===== src/rtl/wb_stage.sv =====
// Registered RV32I writeback stage: source select, load extension, load-wait stall.
// Optional load-data timeout is compiled in with `define WB_TIMEOUT_EN.
module wb_stage #(
    parameter int XLEN    = 32,
    parameter int RADDR_W = 5,
    parameter int TIMEOUT = 16
) (
    input  logic               clk,
    input  logic               rst,
    input  logic               in_valid,
    output logic               in_ready,
    input  logic [1:0]         wb_sel,
    input  logic [XLEN-1:0]    alu_res,
    input  logic [XLEN-1:0]    pc,
    input  logic [XLEN-1:0]    imm,
    input  logic [RADDR_W-1:0] rd,
    input  logic               reg_we,
    input  logic [2:0]         ld_funct3,
    input  logic [1:0]         ld_addr_lo,
    input  logic               mem_rvalid,
    input  logic [XLEN-1:0]    mem_rdata,
    output logic               rf_we,
    output logic [RADDR_W-1:0] rf_waddr,
    output logic [XLEN-1:0]    rf_wdata,
    output logic               stall,
    output logic               ld_err
);

    typedef enum logic [0:0] {IDLE, WAIT_MEM} state_t;

    state_t             state_reg;
    logic [RADDR_W-1:0] rd_reg;
    logic               reg_we_reg;
    logic [2:0]         funct3_reg;
    logic [1:0]         addr_lo_reg;

`ifdef WB_TIMEOUT_EN
    localparam int CNT_W = $clog2(TIMEOUT + 1);
    logic [CNT_W-1:0] cnt_reg;
`endif

    logic [2:0]         f3_sel;
    logic [1:0]         lo_sel;
    logic signed [7:0]  byte_lane;
    logic signed [15:0] half_lane;
    logic signed [31:0] word_lane;
    logic [XLEN-1:0]    ld_data;
    logic [XLEN-1:0]    wb_data;

    assign in_ready = (state_reg == IDLE);
    assign stall    = (state_reg == WAIT_MEM);

    // While waiting, the load is decoded from the fields captured at request time.
    always_comb begin
        f3_sel    = (state_reg == WAIT_MEM) ? funct3_reg  : ld_funct3;
        lo_sel    = (state_reg == WAIT_MEM) ? addr_lo_reg : ld_addr_lo;
        byte_lane = mem_rdata[{lo_sel, 3'b000} +: 8];
        half_lane = mem_rdata[{lo_sel[1], 4'b0000} +: 16];
        word_lane = mem_rdata[31:0];
        case (f3_sel)
            3'b000:  ld_data = XLEN'(byte_lane);
            3'b001:  ld_data = XLEN'(half_lane);
            3'b100:  ld_data = XLEN'($unsigned(byte_lane));
            3'b101:  ld_data = XLEN'($unsigned(half_lane));
            default: ld_data = XLEN'(word_lane);
        endcase
        case (wb_sel)
            2'b01:   wb_data = alu_res;
            2'b10:   wb_data = pc + XLEN'(4);
            2'b11:   wb_data = imm;
            default: wb_data = ld_data;
        endcase
    end

    always_ff @(posedge clk or posedge rst) begin
        if (rst) begin
            state_reg   <= IDLE;
            rd_reg      <= '0;
            reg_we_reg  <= 1'b0;
            funct3_reg  <= '0;
            addr_lo_reg <= '0;
            rf_we       <= 1'b0;
            rf_waddr    <= '0;
            rf_wdata    <= '0;
            ld_err      <= 1'b0;
`ifdef WB_TIMEOUT_EN
            cnt_reg     <= '0;
`endif
        end else begin
            rf_we  <= 1'b0;
            ld_err <= 1'b0;
            case (state_reg)
                IDLE: begin
                    if (in_valid) begin
                        if (wb_sel != 2'b00 || mem_rvalid) begin
                            rf_we    <= reg_we && (rd != '0);
                            rf_waddr <= rd;
                            rf_wdata <= wb_data;
                        end else begin
                            rd_reg      <= rd;
                            reg_we_reg  <= reg_we;
                            funct3_reg  <= ld_funct3;
                            addr_lo_reg <= ld_addr_lo;
                            state_reg   <= WAIT_MEM;
`ifdef WB_TIMEOUT_EN
                            cnt_reg     <= '0;
`endif
                        end
                    end
                end
                WAIT_MEM: begin
                    // Data arriving on the final timeout cycle still completes the load.
                    if (mem_rvalid) begin
                        rf_we     <= reg_we_reg && (rd_reg != '0);
                        rf_waddr  <= rd_reg;
                        rf_wdata  <= ld_data;
                        state_reg <= IDLE;
`ifdef WB_TIMEOUT_EN
                        cnt_reg   <= '0;
                    end else if (cnt_reg == CNT_W'(TIMEOUT - 1)) begin
                        ld_err    <= 1'b1;
                        state_reg <= IDLE;
                        cnt_reg   <= '0;
                    end else begin
                        cnt_reg   <= cnt_reg + 1'b1;
`endif
                    end
                end
                default: state_reg <= IDLE;
            endcase
        end
    end

endmodule


===== config.mk =====
export PLATFORM = sky130hd
export DESIGN_NAME = wb_stage
export DESIGN_NICKNAME = d
export VERILOG_FILES = /design/src/rtl/wb_stage.sv
export SDC_FILE = /design/constraint.sdc
export NUM_CORES = 1
export LEC_CHECK = 0
export ABC_CLOCK_PERIOD_IN_PS = 2150
export CORE_MARGIN = 2
export CORE_UTILIZATION = 39
export DETAILED_ROUTE_END_ITERATION = 6
export PLACE_DENSITY = 0.81
export SETUP_SLACK_MARGIN = 0.3
export SYNTH_ARGS = -nofsm -noshare
export SYNTH_HDL_FRONTEND = slang
export SYNTH_SLANG_ARGS = --single-unit

===== constraint.sdc =====
create_clock -name clk -period 2.15 [get_ports clk]
set_clock_uncertainty 0.05 [all_clocks]
set_input_delay 0.43 -clock clk [delete_from_list [all_inputs] [get_ports clk]]
set_output_delay 0.43 -clock clk [all_outputs]
set_load 0.01 [all_outputs]

==> impl_metrics.yaml, run 1 <==
clock_network:
  cts_root_buf: "clkbuf_8"
  clk_latency_ps: 320
  cts_sinks: 50
  cts_buffers: 5
  htreeDepth: 2
  cts_tree: "built"
  hold_buffers: 0
  cts.path.max_buffers: 2
  clkTransAtPathRegs_ps: 100
power_and_ir_drop:
  p_leak_uw: 0.003351
  peakVddDrop_uv: 353.8
  power.density_mw_per_mm2: 472.8
route:
  drc: 0
  route.met2.wl_um: 9896
  ant_nets: 0
  vias: 5637
  route.met3.wl_um: 1887
  wl_met1_um: 7909
  drt-initial-drc-count: 503
  firstDrtPassIters: 5
  topRoutingLayerUsed: "met4"
  wl_per_cell_um: 21.84
  routed_via_density: 5.946
  wirelength_um: 20710
synthesis:
  ys_seq_area_share_pct: 30.25
  synthMuxAreaShare_pct: 11.95
  syn-num-nets: 649
  synth_top_area_share_pct: 30.25
  synthMostInstantiatedCell: "nand2_1"
  yosysTopAreaCell: "dfrtp_1"
  syn_avg_cell_area_um2: 8.224
  synth_commonest_cells: "nand2_1, dfrtp_1, nor2_1"
  synthCells: 503
  netlist_area_mm2: 0.004136
  synth_edf_count: 0
  synth-simple-area-share_pct: 21.66
  synthXorXnorAreaFrac_pct: 2.541
  yosys_warnings: 0
  yosys-top-cells-area: "dfrtp_1, mux2i_1, nand2_1, mux2_2, nor2_1"
  synth_compound_area_share_pct: 27.37
  yosys_most_used_dff: "dfrtp_1"
  ys_seq_elements: 50
  yosysUniqueCellTypes: 64
  synth_fa_ha_area_share_pct: 0.3025
  async_flop_share_pct: 100.0
  synth_top_family_by_area: "compound AO/OA/AOI/OAI gates"
die:
  core_mm2: 0.01032
  die_y_um: 107.0
  std_cell_rows: 37
  initial_core_util_pct: 40.07
  die_w_um: 107.0
  dieArea_mm2: 0.01145
  top_level_ports: 186
setup_path:
  cp.arrival_ps: 2360
  cp_max_fo: 5
  r2r_setup_slack_ps: -70
  worstSetupPathType: "flip-flop to flip-flop"
  r2r_end: "rf_wdata[5]"
  regToRegStartpoint: "stall"
  reg2reg_depth: 7
  cp-end-kind: "flip-flop"
  crit_required_ps: 2290
  startpoint_type: "flip-flop"
placement:
  dp_hpwl_um: 14280
  io_buffers: 184
  placed_cells: 906
  routabilityCongestion: 0.9616
global_route:
  grt_usage_pct: 33.31
  grt_max_degree: 51
  gr-total-overflow: 0
  grt_pass1_vias: 5598
  antenna_found_initial: 0
  grt_pass1_wl_um: 29630
final_layout:
  layout-drive-gt1-share_pct: 32.64
  area_delta_synth_final_pct: 92.98
  largest_reg_flops: 32
  layout.nets: 957
  antennaDiodeCount: 0
  fin_cells: 948
run_status:
  violations: "negative setup slack"
  status: "complete, but fails checks"
timing:
  period_minus_slack_ps: 2220
  drv_slew: 0
  period_share_pct: 103.3
  setup_ws_ps: -69.91
  hold_slack_ps: 396.7
  max_freq_mhz: 450.5
  setup_viol_count_final: 1
  rsz0062_at_grt: "true"
  final_hold_viol_count: 0
job:
  drv_cap: 0
hold_path:
  hold_class: "input pin to asynchronous set/reset pin"
==> through the flow <==
stage	setup TNS, ps	utilization (%)	cell area [um^2]	worst slack [ps]	total power [uW]
6_report	-69.91	77.32	7983	-69.91	3775
5_1_grt	-80.12	77.32	7983	-61.41	3908
4_1_cts	0	74.33	7674	54.50	3601
3_5_place_dp	-9276	67.64	6983	-413.9	2758
3_3_place_gp	-8247	67.64	6983	-376.2	2719
2_1_floorplan	-33.34	-	4223	-33.34	1834
==> power breakdown <==
part           leakage [uW]  total [uW]  internal (uW)  switching, uW
sequential         0.000587        1260           1110            150
combinational       0.00271        1810           1010            801
clock             0.0000585         706            349            356
total               0.00335        3770           2470           1310
==> final cells by class <==
cell class	count	area, um^2
fillers	699	2341
multi-input cells	398	3178
repair buffers	335	3191
clock inverters	3	43.79
flip-flops and latches	50	1252
inverters	21	78.83
clock buffers	5	68.82
well taps	136	170.2
==> what timing repair did <==
item                                    4_1_cts  5_1_grt
pin swaps                                    30       23
buffers inserted                             18        9
resized for setup                            83       48
gates cloned                                  6        1
endpoints found under the setup margin       39       49
==> worst max-delay path, stage by stage (launching register included) <==
cell,delay (ps)
dfrtp_2,460
buf_4,160
buf_16,130
and3b_2,260
nor2_4,170
mux2_4,330
o211ai_1,370
o211ai_1,140
==> worst max-delay path by stage <==
stage / from / cells past startpoint / to / slack [ps]
3_3_place_gp: pc[2] / 7 / rf_wdata[20] / -380
2_1_floorplan: stall / 7 / rf_wdata[21] / -30
6_report: stall / 7 / rf_wdata[5] / -70
4_1_cts: stall / 6 / rf_wdata[9] / 50
5_1_grt: stall / 8 / rf_wdata[5] / -60
3_5_place_dp: ld_addr_lo[1] / 7 / rf_wdata[9] / -410
==> layer usage <==
layer	vias to the layer above	GRT usage, %
met2	376	56.82
met4	0	13.08
met3	82	5.532
met5	-	0
li1	2515	-
met1	2664	42.04
==> cells in the final DEF, fill, tap and decap left out, types with 4 or more instances in the layout <==
cell               n
a211o_1            4
a211oi_1          10
a211oi_2          11
a21oi_1           28
a221o_1            4
a221oi_2           8
a31oi_1           11
a41oi_1            4
and2_1             4
and3_1             7
and4_1             8
buf_12             6
buf_4            127
buf_6             13
clkbuf_8           5
clkdlybuf4s50_1  171
dfrtp_1           49
dlygate4sd2_1      5
dlymetal6s2s_1     7
inv_1             20
mux2_2            15
mux2_4             4
mux2i_1           18
mux2i_4            5
nand2_1           57
nand3_1            6
nand4_1            7
nor2_1            45
nor3_1             5
nor4_2             4
o211ai_1           7
o21ai_0           16
o21ai_1           10
o22ai_1            4
or3_1              5
xnor2_1            6
xor2_1             6
==> logic make-up (layout without fill, tap and decap cells) <==
kind of cell,count (synthesis),after routing
other,1,1
buffers and inverters,56,364
AND/OR/NAND/NOR,180,180
AO/OA/AOI/OAI,158,159
multiplexers,45,45
XOR/XNOR,12,12
adder cells (fa/ha/maj),1,1
flip-flops,50,50
Power figures use the tool's default switching activity.
==> run 2, diff against run 1 <==
--- a/config.mk
+++ b/config.mk
@@ -6,6 +6,7 @@
 export NUM_CORES = 1
 export LEC_CHECK = 0
 export ABC_CLOCK_PERIOD_IN_PS = 2150
+export CAP_MARGIN = 0
 export CORE_MARGIN = 2
 export CORE_UTILIZATION = 39
 export DETAILED_ROUTE_END_ITERATION = 6
==> results of run 2 <==
Same layout as run 1: the final DEF is identical, and so are final timing and power.
